<file path="src/rtl/sifive_insight_tl_pkg.sv">
// rtl/sifive_insight_tl_pkg.sv - TileLink opcodes, AMBA prot struct and beat-count helper
package sifive_insight_tl_pkg;

  // TileLink A-channel opcodes
  localparam logic [2:0] TL_A_PUT_FULL      = 3'd0;
  localparam logic [2:0] TL_A_PUT_PARTIAL   = 3'd1;
  localparam logic [2:0] TL_A_ARITHMETIC    = 3'd2;
  localparam logic [2:0] TL_A_LOGICAL       = 3'd3;
  localparam logic [2:0] TL_A_GET           = 3'd4;
  localparam logic [2:0] TL_A_HINT          = 3'd5;

  // TileLink D-channel opcodes
  localparam logic [2:0] TL_D_ACCESS_ACK      = 3'd0;
  localparam logic [2:0] TL_D_ACCESS_ACK_DATA = 3'd1;
  localparam logic [2:0] TL_D_HINT_ACK        = 3'd2;

  // Bit positions inside the 7-bit prot field
  localparam int PROT_BUFFERABLE = 0;
  localparam int PROT_MODIFIABLE = 1;
  localparam int PROT_READALLOC  = 2;
  localparam int PROT_WRITEALLOC = 3;
  localparam int PROT_PRIVILEGED = 4;
  localparam int PROT_SECURE     = 5;
  localparam int PROT_FETCH      = 6;

  typedef struct packed {
    logic fetch;
    logic secure;
    logic privileged;
    logic writealloc;
    logic readalloc;
    logic modifiable;
    logic bufferable;
  } tl_prot_t;

  // Shared state encoding for the A and D burst trackers
  typedef enum logic {
    BEAT_IDLE  = 1'b0,
    BEAT_BURST = 1'b1
  } beat_state_e;

  // Beats in a message: data-carrying opcodes span 2**size/beat_bytes beats, never fewer than one
  function automatic logic [31:0] tl_beats(input logic [7:0] size, input logic [2:0] opcode,
                                           input logic is_d, input int unsigned beat_bytes);
    logic        has_data;
    logic [31:0] bytes;
    logic [31:0] beats;
    if (is_d) has_data = (opcode == TL_D_ACCESS_ACK_DATA);
    else      has_data = (opcode <= TL_A_LOGICAL);
    bytes = (size > 8'd31) ? 32'h8000_0000 : (32'd1 << size);
    beats = has_data ? (bytes / beat_bytes) : 32'd1;
    if (beats == 32'd0) beats = 32'd1;
    return beats;
  endfunction

endpackage

</file>
<file path="src/rtl/sifive_insight_tl_beat_counter.sv">
// rtl/sifive_insight_tl_beat_counter.sv - first/last beat tracker for one TileLink channel
module sifive_insight_tl_beat_counter
  import sifive_insight_tl_pkg::*;
#(
  parameter int CNT_BITS = 4
) (
  input  logic                clock_i,
  input  logic                reset_ni,
  input  logic                fire_i,
  input  logic [CNT_BITS-1:0] beats_m1_i,
  output logic                first_o,
  output logic                last_o
);

  localparam logic [CNT_BITS-1:0] CNT_ONE = {{(CNT_BITS-1){1'b0}}, 1'b1};

  beat_state_e         state_q;
  logic [CNT_BITS-1:0] cnt_q;

  assign first_o = (state_q == BEAT_IDLE);
  assign last_o  = first_o ? (beats_m1_i == '0) : (cnt_q == CNT_ONE);

  // Idle until a multi-beat first beat fires, then count the remaining beats down to zero
  always_ff @(posedge clock_i or negedge reset_ni) begin
    if (!reset_ni) begin
      state_q <= BEAT_IDLE;
      cnt_q   <= '0;
    end else if (fire_i) begin
      case (state_q)
        BEAT_IDLE: begin
          if (beats_m1_i != '0) begin
            cnt_q   <= beats_m1_i;
            state_q <= BEAT_BURST;
          end
        end
        default: begin
          cnt_q <= cnt_q - CNT_ONE;
          if (cnt_q == CNT_ONE) state_q <= BEAT_IDLE;
        end
      endcase
    end
  end

endmodule

</file>
<file path="src/rtl/sifive_insight_tl_prot_tracker.sv">
// rtl/sifive_insight_tl_prot_tracker.sv - passive TL A/D prot tracker; SIFIVE_INSIGHT_PROT_STATS_EN adds prot statistics counters
module sifive_insight_tl_prot_tracker
  import sifive_insight_tl_pkg::*;
#(
  parameter int SOURCE_BITS    = 4,
  parameter int SIZE_BITS      = 4,
  parameter int BEAT_BYTES     = 8,
  parameter int MAX_BEATS_BITS = 4
) (
  input  logic                   clock,
  input  logic                   reset_n,
  input  logic                   a_valid,
  input  logic                   a_ready,
  input  logic [2:0]             a_opcode,
  input  logic [SIZE_BITS-1:0]   a_size,
  input  logic [SOURCE_BITS-1:0] a_source,
  input  logic [6:0]             a_prot,
  input  logic                   d_valid,
  input  logic                   d_ready,
  input  logic [2:0]             d_opcode,
  input  logic [SIZE_BITS-1:0]   d_size,
  input  logic [SOURCE_BITS-1:0] d_source,
  output logic [6:0]             d_prot,
  output logic                   d_prot_valid,
  output logic [SOURCE_BITS:0]   outstanding,
  output logic                   err_prot_unstable,
  output logic                   err_source_reuse,
  output logic                   err_orphan_d
`ifdef SIFIVE_INSIGHT_PROT_STATS_EN
  ,
  output logic [31:0]            stat_priv_cnt,
  output logic [31:0]            stat_fetch_cnt,
  output logic [31:0]            stat_secure_cnt
`endif
);

  localparam int DEPTH = 1 << SOURCE_BITS;
  localparam logic [SOURCE_BITS:0] OUT_ONE = {{SOURCE_BITS{1'b0}}, 1'b1};

  logic                      a_fire, d_fire;
  logic                      a_first, a_last, d_first, d_last;
  logic [31:0]               a_beats, d_beats;
  logic [MAX_BEATS_BITS-1:0] a_beats_m1, d_beats_m1;

  logic [6:0]                table_q [DEPTH];
  logic [DEPTH-1:0]          live_q, live_d;
  logic [SOURCE_BITS:0]      outstanding_q, outstanding_d;
  logic [6:0]                burst_prot_q;
  logic                      d_hit_q;
  logic [6:0]                d_prot_q;
  logic [SOURCE_BITS-1:0]    d_src_q;
  logic                      err_prot_unstable_q, err_source_reuse_q, err_orphan_d_q;

  logic                      a_alloc, a_reuse, d_clear;
  logic [SOURCE_BITS-1:0]    d_clear_src;
  logic                      d_lookup_hit;
  logic [6:0]                d_lookup_prot;

  assign a_fire = a_valid & a_ready;
  assign d_fire = d_valid & d_ready;

  assign a_beats    = tl_beats(8'(a_size), a_opcode, 1'b0, BEAT_BYTES);
  assign d_beats    = tl_beats(8'(d_size), d_opcode, 1'b1, BEAT_BYTES);
  assign a_beats_m1 = MAX_BEATS_BITS'(a_beats - 32'd1);
  assign d_beats_m1 = MAX_BEATS_BITS'(d_beats - 32'd1);

  sifive_insight_tl_beat_counter #(.CNT_BITS(MAX_BEATS_BITS)) u_a_beats (
    .clock_i    (clock),
    .reset_ni   (reset_n),
    .fire_i     (a_fire),
    .beats_m1_i (a_beats_m1),
    .first_o    (a_first),
    .last_o     (a_last)
  );

  sifive_insight_tl_beat_counter #(.CNT_BITS(MAX_BEATS_BITS)) u_d_beats (
    .clock_i    (clock),
    .reset_ni   (reset_n),
    .fire_i     (d_fire),
    .beats_m1_i (d_beats_m1),
    .first_o    (d_first),
    .last_o     (d_last)
  );

  assign d_lookup_hit  = live_q[d_source];
  assign d_lookup_prot = d_lookup_hit ? table_q[d_source] : 7'h00;

  // Live-set bookkeeping: a D last beat frees its source, an A first beat (applied after) claims one
  always_comb begin
    live_d        = live_q;
    outstanding_d = outstanding_q;
    d_clear_src   = d_first ? d_source : d_src_q;
    d_clear       = d_fire & d_last & live_q[d_clear_src];
    a_alloc       = a_fire & a_first;
    // A source being freed by D in the same cycle is a legitimate reuse, not an error
    a_reuse       = a_alloc & live_q[a_source] & ~(d_clear & (d_clear_src == a_source));
    if (d_clear) live_d[d_clear_src] = 1'b0;
    if (a_alloc) live_d[a_source]    = 1'b1;
    if ((a_alloc & ~a_reuse) & ~d_clear)      outstanding_d = outstanding_q + OUT_ONE;
    else if (d_clear & ~(a_alloc & ~a_reuse)) outstanding_d = outstanding_q - OUT_ONE;
  end

  // Prot table has no reset; entries are only trusted while their live bit is set
  always_ff @(posedge clock) begin
    if (a_alloc) table_q[a_source] <= a_prot;
  end

  // Tracking state, held D lookup and sticky protocol error flags
  always_ff @(posedge clock or negedge reset_n) begin
    if (!reset_n) begin
      live_q              <= '0;
      outstanding_q       <= '0;
      burst_prot_q        <= '0;
      d_hit_q             <= 1'b0;
      d_prot_q            <= '0;
      d_src_q             <= '0;
      err_prot_unstable_q <= 1'b0;
      err_source_reuse_q  <= 1'b0;
      err_orphan_d_q      <= 1'b0;
    end else begin
      live_q        <= live_d;
      outstanding_q <= outstanding_d;
      if (a_alloc && !a_last) burst_prot_q <= a_prot;
      if (a_fire && !a_first && (a_prot != burst_prot_q)) err_prot_unstable_q <= 1'b1;
      if (a_reuse) err_source_reuse_q <= 1'b1;
      if (d_fire && d_first) begin
        d_hit_q  <= d_lookup_hit;
        d_prot_q <= d_lookup_prot;
        d_src_q  <= d_source;
        if (!d_lookup_hit) err_orphan_d_q <= 1'b1;
      end
    end
  end

  // First D beat reads the table directly; later beats replay the value captured on the first
  always_comb begin
    d_prot_valid = 1'b0;
    d_prot       = 7'h00;
    if (!d_first) begin
      d_prot_valid = d_hit_q;
      d_prot       = d_prot_q;
    end else if (d_valid) begin
      d_prot_valid = d_lookup_hit;
      d_prot       = d_lookup_prot;
    end
  end

  assign outstanding       = outstanding_q;
  assign err_prot_unstable = err_prot_unstable_q;
  assign err_source_reuse  = err_source_reuse_q;
  assign err_orphan_d      = err_orphan_d_q;

`ifdef SIFIVE_INSIGHT_PROT_STATS_EN
  tl_prot_t    a_prot_s;
  logic [31:0] stat_priv_q, stat_fetch_q, stat_secure_q;

  assign a_prot_s = tl_prot_t'(a_prot);

  // Saturating per-attribute counts of A messages, sampled on first beats only
  always_ff @(posedge clock or negedge reset_n) begin
    if (!reset_n) begin
      stat_priv_q   <= '0;
      stat_fetch_q  <= '0;
      stat_secure_q <= '0;
    end else if (a_alloc) begin
      if (a_prot_s.privileged && (stat_priv_q != '1))   stat_priv_q   <= stat_priv_q + 32'd1;
      if (a_prot_s.fetch      && (stat_fetch_q != '1))  stat_fetch_q  <= stat_fetch_q + 32'd1;
      if (a_prot_s.secure     && (stat_secure_q != '1)) stat_secure_q <= stat_secure_q + 32'd1;
    end
  end

  assign stat_priv_cnt   = stat_priv_q;
  assign stat_fetch_cnt  = stat_fetch_q;
  assign stat_secure_cnt = stat_secure_q;
`endif

endmodule

</file>
<file path="config.mk">
export PLATFORM = sky130hd
export DESIGN_NAME = sifive_insight_tl_prot_tracker
export DESIGN_NICKNAME = d
export VERILOG_FILES = /design/src/rtl/sifive_insight_tl_pkg.sv /design/src/rtl/sifive_insight_tl_beat_counter.sv /design/src/rtl/sifive_insight_tl_prot_tracker.sv
export SDC_FILE = /design/constraint.sdc
export NUM_CORES = 1
export LEC_CHECK = 0
export BUFFER_PORTS_ARGS = -buffer_cell sky130_fd_sc_hd__buf_2
export CAP_MARGIN = 30
export CORE_MARGIN = 1.5
export CORE_UTILIZATION = 50
export DETAILED_ROUTE_END_ITERATION = 16
export HOLD_SLACK_MARGIN = 0.03
export PLACE_DENSITY = 0.76
export SYNTH_ARGS = -nofsm -noshare
export SYNTH_HDL_FRONTEND = slang
export SYNTH_SLANG_ARGS = --single-unit
</file>
<file path="constraint.sdc">
create_clock -name clock -period 6.75 [get_ports clock]
set_input_delay 0.675 -clock clock [delete_from_list [all_inputs] [get_ports clock]]
set_output_delay 0.675 -clock clock [all_outputs]
set_load 0.01 [all_outputs]
</file>
### After elaboration in Yosys (flattened, before gate mapping)

Memory sizes are Yosys's and may differ from the RTL's.
Index checks and enable logic that the tools add are counted.

* flip-flop bits (word level): 53
* bits in latches: 0
* RAM bits: 112
* bits in read-only memories: 0
* bits of input ports: 35
* output and inout bits: 16
* logic and storage cells: 111
* memories kept: 1

Memories
* table_q: depth 16, bits a word 7, read ports 1, clocked after memory_dff 0, wr ports 1, line sifive_insight_tl_prot_tracker.sv:45 `logic [6:0] table_q [DEPTH];`

* add/sub/neg operators: 6
* multiply operators: 0
* divide/modulo/power cells: 0
* magnitude comparators: 6
* equality and inequality tests: 5
* shifts and indexed selects: 2
* multiplexer cells: 38
* bitwise gates (word level): 21
* reduce and logical (&&, ||, !) cells: 19

Operator list (number)
* logical NOT 32 bit: 2
* left shift 1 x 4 -> 32 bit, first input constant: 2
* 2-to-1 mux 29 bit: 2
* 2-to-1 mux 16 bit: 2
* 2-to-1 mux 4 bit: 7
* 2-to-1 mux 7 bit: 3
* 2-to-1 mux 1 bit: 17
* bitwise AND 16 bit: 1
* inverter 16 bit: 1
* OR 16 bit: 1
* subtractor 4 x 1 -> 4 bit, second input constant: 4
* less-than comparator 4 x 5 -> 1 bit, second input constant: 3
* binary-select mux 1 bit (select 4 bit): 3
* bitwise AND 1 bit: 11
* 2-to-1 mux 5 bit: 2
* demux 1 bit (select 4 bit): 2
* == test 4 x 1 -> 1 bit, second input constant: 2
* greater-or-equal comparator 4 x 1 -> 1 bit, second input constant: 2
* logical NOT 4 bit: 2
* nonzero test 4 bit: 2
* != test 7 bit: 1
* inverter 1 bit: 7
* logical AND 1 bit: 6
* AND reduction 2 bit: 3
* other kinds (7): 9

### Longest topological paths before layout

Gate-level depths: netlist of run 1.

* word-level depth: 18
* mapped depth: 17
* gate-level depth less buffers: 17

### Hierarchy

A second synthesis of run 1 with hierarchy kept.

* cell total of the unflattened synthesis: 519
* area total of the unflattened synthesis: 7813.7 um^2

By module, submodules not included
* sifive_insight_tl_prot_tracker: times used 1, cells each 453, area an instance 7163.1 um^2
* sifive_insight_tl_beat_counter: times used 2, cells each 33, area an instance 325.3 um^2

### Worst setup path after synthesis of run 1

No wires, ideal clock.

* path type: input port to flip-flop
* start: input port d_opcode[2]
* end: register outstanding_q[4] (netlist: outstanding[4])
* arrival time: 3762 ps
* path slack: 2862 ps
* stages on the path: 17
* buffers on the path: 0
* cell sequence: or3b_1 -> nor3_1 -> nand3b_1 -> ha_1 -> o41a_1 -> o31ai_2 -> nand2_1 -> a21o_1 -> a21oi_1 -> ha_1 -> inv_1 -> fa_1 -> a21o_1 -> a21oi_1 -> xnor2_1 -> nor2_1 -> xor2_1

* word-level cells in the longest chain between the ends: 17

RTL lines
* start, declared: line sifive_insight_tl_prot_tracker.sv:20 `input logic [2:0] d_opcode,`
* == test 3 x 1 -> 1 bit (*): line sifive_insight_tl_pkg.sv:48 `if (is_d) has_data = (opcode == TL_D_ACCESS_ACK_DATA);`
* 2-to-1 mux 29 bit (*): line sifive_insight_tl_pkg.sv:51 `beats = has_data ? (bytes / beat_bytes) : 32'd1;`
* logical NOT 32 bit: line sifive_insight_tl_pkg.sv:52 `if (beats == 32'd0) beats = 32'd1;`
* 2-to-1 mux 4 bit (*): line sifive_insight_tl_pkg.sv:52
* subtractor 4 x 1 -> 4 bit (*): line sifive_insight_tl_prot_tracker.sv:65 `assign d_beats_m1 = MAX_BEATS_BITS'(d_beats - 32'd1);`
* logical NOT 4 bit (*): line sifive_insight_tl_beat_counter.sv:21 `assign last_o = first_o ? (beats_m1_i == '0) : (cnt_q == CNT_ONE);`
* 2-to-1 mux 1 bit (*): line sifive_insight_tl_beat_counter.sv:21
* bitwise AND 1 bit (*) (2 in series): line sifive_insight_tl_prot_tracker.sv:93 `d_clear = d_fire & d_last & live_q[d_clear_src];`
* bitwise AND 1 bit: line sifive_insight_tl_prot_tracker.sv:96 `a_reuse = a_alloc & live_q[a_source] & ~(d_clear & (d_clear_src == a_source));`
* inverter 1 bit: line sifive_insight_tl_prot_tracker.sv:96
* bitwise AND 1 bit: line sifive_insight_tl_prot_tracker.sv:96
* inverter 1 bit: line sifive_insight_tl_prot_tracker.sv:99, sifive_insight_tl_prot_tracker.sv:100
* bitwise AND 1 bit: line sifive_insight_tl_prot_tracker.sv:99, sifive_insight_tl_prot_tracker.sv:100
* inverter 1 bit: line sifive_insight_tl_prot_tracker.sv:100 `else if (d_clear & ~(a_alloc & ~a_reuse)) outstanding_d = outstanding_q - OUT_ONE;`
* bitwise AND 1 bit: line sifive_insight_tl_prot_tracker.sv:100
* nonzero test 2 bit (no line)
* end signal, assigned: line sifive_insight_tl_prot_tracker.sv:122 `outstanding_q <= outstanding_d;`
* end, declared: line sifive_insight_tl_prot_tracker.sv:47 `logic [SOURCE_BITS:0] outstanding_q, outstanding_d;`

Mark *: on every way between the ends. The rest lies on a longest branch, timed or not.
A chain may end at the register's enable or synchronous reset.

### Final worst setup path of run 1

* start: input port d_source[1]
* end: output port d_prot[5]

* word-level cells in the longest chain between the ends: 5

RTL lines
* start, declared: line sifive_insight_tl_prot_tracker.sv:22 `input logic [SOURCE_BITS-1:0] d_source,`
* binary-select mux 1 bit (select 4 bit): line sifive_insight_tl_prot_tracker.sv:85 `assign d_lookup_hit = live_q[d_source];`
* 2-to-1 mux 1 bit (not written as such): line sifive_insight_tl_prot_tracker.sv:85
* 2-to-1 mux 7 bit (*): line sifive_insight_tl_prot_tracker.sv:86 `assign d_lookup_prot = d_lookup_hit ? table_q[d_source] : 7'h00;`
* 2-to-1 mux 7 bit (*): line sifive_insight_tl_prot_tracker.sv:142 `end else if (d_valid) begin`
* 2-to-1 mux 7 bit (*): line sifive_insight_tl_prot_tracker.sv:139 `if (!d_first) begin`
* end, declared: line sifive_insight_tl_prot_tracker.sv:23 `output logic [6:0] d_prot,`

Mark *: on every way between the ends. The rest lies on a longest branch, timed or not. The select of a mux whose other input is x is not followed.

==> results of run 1 <==
## power by group through the flow
stage          Sequential (mW)  Combinational [mW]  Clock (mW)
4_1_cts                   1.30               0.573       0.987
2_1_floorplan             1.30               0.424           0
3_5_place_dp              1.32               0.567           0
6_report                  1.31               0.571       0.977
5_1_grt                   1.32               0.629        1.03
3_3_place_gp              1.31               0.543           0
## routing by layer
layer	wire [um]	global-route usage, %	up-vias
met5	0	0	-
met4	195	7.03	0
met3	1200	6.58	24
met2	7660	33.6	182
met1	6380	25.5	2281
li1	-	-	2060
## cell families after synthesis
logic type	Yosys count	synth area share, %
buffers and inverters	52	3.04
XOR/XNOR	17	1.96
AND/OR/NAND/NOR	119	7.35
multiplexers	70	16.8
AO/OA/AOI/OAI	77	6.97
flip-flops	165	61.6
adder cells (fa/ha/maj)	13	2.24
## worst max path at each step
stage,start,endpoint
after floorplan,d_opcode[2],outstanding[4]
after global placement,d_source[1],outstanding[4]
after detailed placement,d_source[1],outstanding[4]
after CTS,d_source[1],d_prot[5]
after global routing,d_source[1],outstanding[4]
final,d_source[1],d_prot[5]
## cell usage after synthesis, drive strengths merged (8+ instances only)
cell,instances,area share [%]
xnor2,10,1.2
nand2,46,2.3
edfxtp,112,44
o21ai,17,1.1
inv,27,1.3
mux2i,13,1.7
a31oi,19,1.6
nor3,9,0.59
dfrtp,53,17
clkbuf,10,0.51
mux4,45,13
buf,15,1.2
a21oi,8,0.53
mux2,12,1.8
ha,12,2.0
nor2,31,1.6
## sequential cells by signal (all words and copies together), names as in the netlist
signal             count
u_a_beats.cnt_q        4
u_d_beats.state_q      1
err_source_reuse       1
err_orphan_d           1
burst_prot_q           7
u_d_beats.cnt_q        4
live_q                16
table_q              112
err_prot_unstable      1
d_src_q                4
d_prot_q               7
outstanding            5
d_hit_q                1
u_a_beats.state_q      1
## layout make-up
type / count / share of cell area (%)
inverter: 27 / 1.18
tap: 184 / 2.68
timing repair buffer: 52 / 3.15
clock buffer: 20 / 5.21
sequential: 165 / 54.7
clock inverter: 12 / 1.76
multi-input combinational: 296 / 31.4
## cells in the final DEF (no fill, tap or decap), types with 4 or more instances in the layout
cell type    n
a21o_1       5
a21oi_1      8
a22o_1       7
a31oi_1     19
buf_2       48
buf_4        4
clkbuf_16   17
clkinv_2     4
dfrtp_1     53
edfxtp_1   112
ha_1        12
inv_1       27
mux2_1       7
mux2_2       5
mux2i_1     13
mux4_2      44
nand2_1     46
nand3_1      7
nor2_1      30
nor3_1       9
o21ai_0      9
o21ai_1      8
or2_2        5
xnor2_1     10
xor2_1       7
## through the flow
stage                     total power [mW]  cells  utilization (%)
after detailed placement              1.89    724             54.3
after floorplan                       1.73    513                -
final                                 2.85    756             58.4
after CTS                             2.87    756             58.4
after global placement                1.85    724             54.3
after global routing                  2.98    756             58.4
## worst reg2reg max path: cells and delay by family, from the launching register on
family	cells	cell delay (ns)
xor gates and xnor gates	2	0.28
adders and majority gates	2	0.63
and+or+nand+nor	2	0.27
buffers and inverters	3	0.65
DFF	1	0.32
AOI/OAI and AO/OA	5	1.11
muxes	2	0.34
==> run_results.csv, run 1 <==
group,metric,value,unit
detailed_routing,avgRoutedWirePerCell,20.4,um
logic_synthesis,synth_ff_type,"edfxtp_1",
final_layout,syn2layout_area_growth,12.7,%
timing,tns,0,ns
clock_network,htree_levels,4,
setup_path,crit_path_end_kind,"output port",
logic_synthesis,synth-edff-count,112,
placed_design,placed_cell_area,7980,um2
pwr,ir_drop,0.202,mV
logic_synthesis,yosysSeqAreaShare,61.6,%
pwr,power_frac_comb,20.0,%
pwr,intPower,2.07,mW
timing,final_max_slew_viol_count,0,
logic_synthesis,syn_avg_cell_area,14.8,um2
final_layout,fillers,1150,
detailed_routing,post-route-drc-count,0,
final_layout,drive_gt1_share,24.3,%
global_routing,grt_pass1_wl,24.2,mm
setup_path,critPathMaxFanout,36,
timing,finalSetupViolCount,0,
clock_network,postCtsSetupBuffers,0,
timing,holdWs,0.359,ns
setup_path,cp.depth,6,
floorplan,dieArea,16000,um2
placed_design,place_ws,2.31,ns
placed_design,dp_hpwl,10.3,mm
clock_network,cts_tree,"done",
placed_design,port_buffers,48,
clock_network,cts_buffers,17,
detailed_routing,firstDrtPassIters,5,
pwr,pwr-share-clk,34.2,%
clock_network,clk_latency,0.43,ns
logic_synthesis,synth_warnings,0,
final_layout,nets,607,
setup_path,path_class,"in2out",
timing,fmax,0.247,GHz
setup_path,required,6.07,ns
timing,finalHoldViolations,0,
pwr,p_sw,0.786,mW
logic_synthesis,syn-num-nets,561,
timing,fin_skew,0.00699,ns
setup_path,arrival,3.38,ns
setup_path,r2r_cells,16,
global_routing,track_usage,20.3,%
final_layout,seqCellArea,4690,um2
logic_synthesis,async_flop_share,32.1,%
timing,rsz0062_at_grt,"no",
clock_network,cts_hold_buffers,0,
floorplan,num_rows,44,
logic_synthesis,ys_ff_latch,165,
detailed_routing,vias,4547,
final_layout,multi_input_area,2690,um2
clock_network,cts_resized,0,
clock_network,root_buffer,"clkbuf_16",
detailed_routing,vias_per_cell,6.01,
floorplan,die_w,126,um
pwr,sequentialPowerShare,45.7,%
timing,min_period,4.06,ns
setup_path,reg2reg_to,"outstanding[4]",
final_layout,postLayoutCellArea,8580,um2
setup_path,reg2reg_slack,3.04,ns
global_routing,overflow,0,
setup_path,path_delay_family,"multiplexers",
timing,tightest_slew,0.939,ns
floorplan,core_area,14700,um2
detailed_routing,wl,15.4,mm
timing,max_slew_margin,37.4,%
setup_path,crit_chain,"buf_2 -> mux4_1 -> mux4_2 -> and3b_1 -> a22o_1 -> buf_2",
pwr,leakagePower,3.28,nW
pwr,switching_share,27.5,%
pwr,power_density,333,nW/um2
clock_network,cts_buffer_depth,2,
timing,fin_crit_sh,60.1,%
logic_synthesis,synth.cell_area,7610,um2
detailed_routing,antenna_left,0,
setup_path,rr_startpoint,"u_d_beats.state_q",
logic_synthesis,synthCells,513,
placed_design,gp_congestion,0.907,
final_layout,antennaDiodeCount,0,
setup_path,start_kind,"primary input",
global_routing,grt_start_max_net_pins,54,
floorplan,initial_core_util,51.8,%
clock_network,cts.clk_slew.worst_paths,0.06,ns
setup_path,critical_path.most_common_cell,"buf_2",
logic_synthesis,synthDistinctLibCells,58,
setup_path,cp_slowest_stage_delay,0.70,ns
setup_path,slowest_stage,"buf_2",
timing,fin_ws,2.69,ns
setup_path,crit_buf_inv,2,
worst_hold_path,hold_path.class,"in2async",
detailed_routing,drt_first_iter_violations,481,
floorplan,ioPinCount,51,
global_routing,antenna_found_initial,0,
floorplan,die_h,126,um
clock_network,cts.sinks,165,
outcome,outcome,"completed",
run,max_cap_viol_count,0,
global_routing,grt_pass1_vias,4501,
Power figures use the tool's default switching activity.
==> inputs of run 2 (changes only) <==
==> constraint.sdc (replaced) <==
create_clock -name clock -period 4.2 [get_ports clock]
set_input_delay 0.42 -clock clock [delete_from_list [all_inputs] [get_ports clock]]
set_output_delay 0.42 -clock clock [all_outputs]
set_load 0.01 [all_outputs]
==> run_results.csv, run 2 (synthesized netlist as in run 1, its figures left out) <==
group,metric,value,unit
timing,min_period,3.73,ns
clock_network,clk_latency,0.43,ns
setup_path,r2r_cells,15,
clock_network,cts.clk_slew.worst_paths,0.07,ns
global_routing,overflow,0,
final_layout,nets,611,
timing,fmax,0.268,GHz
global_routing,track_usage,20.6,%
pwr,leakagePower,3.27,nW
placed_design,gp_congestion,0.858,
floorplan,die_h,126,um
detailed_routing,antenna_left,0,
setup_path,start_kind,"flip-flop",
floorplan,ioPinCount,51,
timing,rsz0062_at_grt,"no",
placed_design,place_ws,0.0602,ns
clock_network,cts_resized,0,
placed_design,dp_hpwl,10.5,mm
final_layout,syn2layout_area_growth,12.4,%
final_layout,drive_gt1_share,24.7,%
detailed_routing,vias,4601,
clock_network,postCtsSetupBuffers,0,
clock_network,cts.sinks,165,
worst_hold_path,hold_path.class,"in2async",
final_layout,regMostFlops,"table_q",
clock_network,htree_levels,4,
timing,tightest_slew,0.711,ns
final_layout,most-common-layout-cells,"edfxtp_1, dfrtp_1, buf_2, nand2_1, mux4_2",
setup_path,critPathMaxFanout,11,
global_routing,grt_pass1_vias,4612,
global_routing,antenna_found_initial,0,
setup_path,reg2reg_slack,0.47,ns
floorplan,initial_core_util,51.8,%
clock_network,cts_hold_buffers,0,
clock_network,cts_tree,"done",
placed_design,port_buffers,48,
timing,final_max_slew_viol_count,0,
pwr,power_frac_comb,20.7,%
floorplan,num_rows,44,
setup_path,worstSetupStartpoint,"u_d_beats.state_q",
detailed_routing,wl,15.4,mm
timing,finalSetupViolCount,0,
detailed_routing,vias_per_cell,6.05,
setup_path,endpoint,"outstanding[4]",
pwr,intPower,3.19,mW
clock_network,root_buffer,"clkbuf_16",
timing,finalHoldViolations,0,
detailed_routing,avgRoutedWirePerCell,20.3,um
pwr,p_sw,1.27,mW
setup_path,arrival,4.04,ns
global_routing,grt_start_max_net_pins,54,
final_layout,antennaDiodeCount,0,
timing,tns,0,ns
pwr,sequentialPowerShare,47.3,%
setup_path,cp_slowest_stage_delay,0.57,ns
timing,fin_skew,0.00946,ns
timing,max_slew_margin,52.6,%
run,max_cap_viol_count,0,
setup_path,path_class,"reg2reg",
pwr,power_density,522,nW/um2
timing,fin_ws,0.474,ns
floorplan,die_w,126,um
global_routing,grt_pass1_wl,24.8,mm
setup_path,rr_startpoint,"u_d_beats.state_q",
pwr,ir_drop,0.281,mV
pwr,pwr-share-clk,32.0,%
final_layout,largest_reg_flops,112,
timing,fin_crit_sh,88.7,%
clock_network,cts_buffers,17,
detailed_routing,firstDrtPassIters,7,
detailed_routing,post-route-drc-count,0,
timing,holdWs,0.104,ns
pwr,switching_share,28.5,%
final_layout,reg.largest.list,"table_q x112, live_q x16",
setup_path,crit_path_end_kind,"flip-flop",
clock_network,cts_buffer_depth,2,
setup_path,required,4.52,ns
floorplan,dieArea,16000,um2
outcome,outcome,"completed",
setup_path,reg2reg_to,"outstanding[4]",
final_layout,final_common_cell,"edfxtp_1",
final_layout,fin_util,58.2,%
setup_path,crit_chain,"mux2i_1 -> buf_4 -> mux2i_1 -> a222oi_1 -> nand3_1 -> a21o_1 -> a21oi_1 -> ha_1 -> inv_1 -> fa_1 -> a21o_1 -> a21oi_1 -> xnor2_1 -> nor2_1 -> xor2_1",
detailed_routing,drt_first_iter_violations,478,
pwr,total_power,4.47,mW
setup_path,slowest_stage,"dfrtp_1",
floorplan,core_area,14700,um2
[run 2: cell count changes in the layout (fill, tap and decap cells not counted)]
| cell | before | now |
|---|---|---|
| clkinvlp_4 | 2 | 3 |
| clkinv_1 | 0 | 1 |
| clkbuf_8 | 1 | 0 |
| inv_6 | 2 | 0 |
| clkinv_4 | 1 | 4 |
| buf_4 | 4 | 8 |
| bufinv_16 | 3 | 1 |
[run 2: layout make-up]
type	count	area (um2)
Clock buffer	19	433
Clock inverter	13	111
Fill cell	1110	6140
Inverter	27	101
Multi-Input combinational cell	296	2690
Sequential cell	165	4690
Tap cell	184	230
Timing Repair Buffer	56	300
[run 2: how the worst min path moves through the flow]
stage,start,end,slack [ns],cells past startpoint
2_1_floorplan,reset_n,burst_prot_q[0],0.12,0
3_3_place_gp,err_prot_unstable,err_prot_unstable,0.45,1
3_5_place_dp,err_prot_unstable,err_prot_unstable,0.46,1
4_1_cts,reset_n,burst_prot_q[5],0.13,2
5_1_grt,reset_n,burst_prot_q[5],0.16,2
6_report,reset_n,burst_prot_q[5],0.10,2
[run 2: stage by stage]
stage / instance area [um2] / std cells
after floorplan: 7610 / 513
after global placement: 8010 / 728
after detailed placement: 8010 / 728
after CTS: 8560 / 760
after global routing: 8560 / 760
final: 8560 / 760
[run 2: worst max-delay path, delay by kind of cell (launching register included)]
| kind | cells | cell delay (ns) |
|---|---|---|
| AOI/OAI and AO/OA | 5 | 1.14 |
| adders and majority gates | 2 | 0.62 |
| DFF | 1 | 0.57 |
| muxes | 2 | 0.37 |
| buffers and inverters | 2 | 0.36 |
| xor gates and xnor gates | 2 | 0.28 |
| and+or+nand+nor | 2 | 0.27 |
[run 2: routing by layer]
layer | track usage, % | vias up | part of all wire (%)
met2 | 34.2 | 166 | 50
met4 | 5.54 | 0 | 1.1
met3 | 5.61 | 18 | 6.3
met5 | 0 | - | 0
li1 | - | 2070 | -
met1 | 27.1 | 2347 | 43
[run 2: power by group through the flow]
stage	clock [mW]	sequential, mW	combinational, mW
global route	1.51	2.14	1.02
finish	1.43	2.11	0.927
CTS	1.45	2.11	0.926
floorplan	0	2.09	0.682
global placement	0	2.11	0.874
detailed placement	0	2.13	0.920
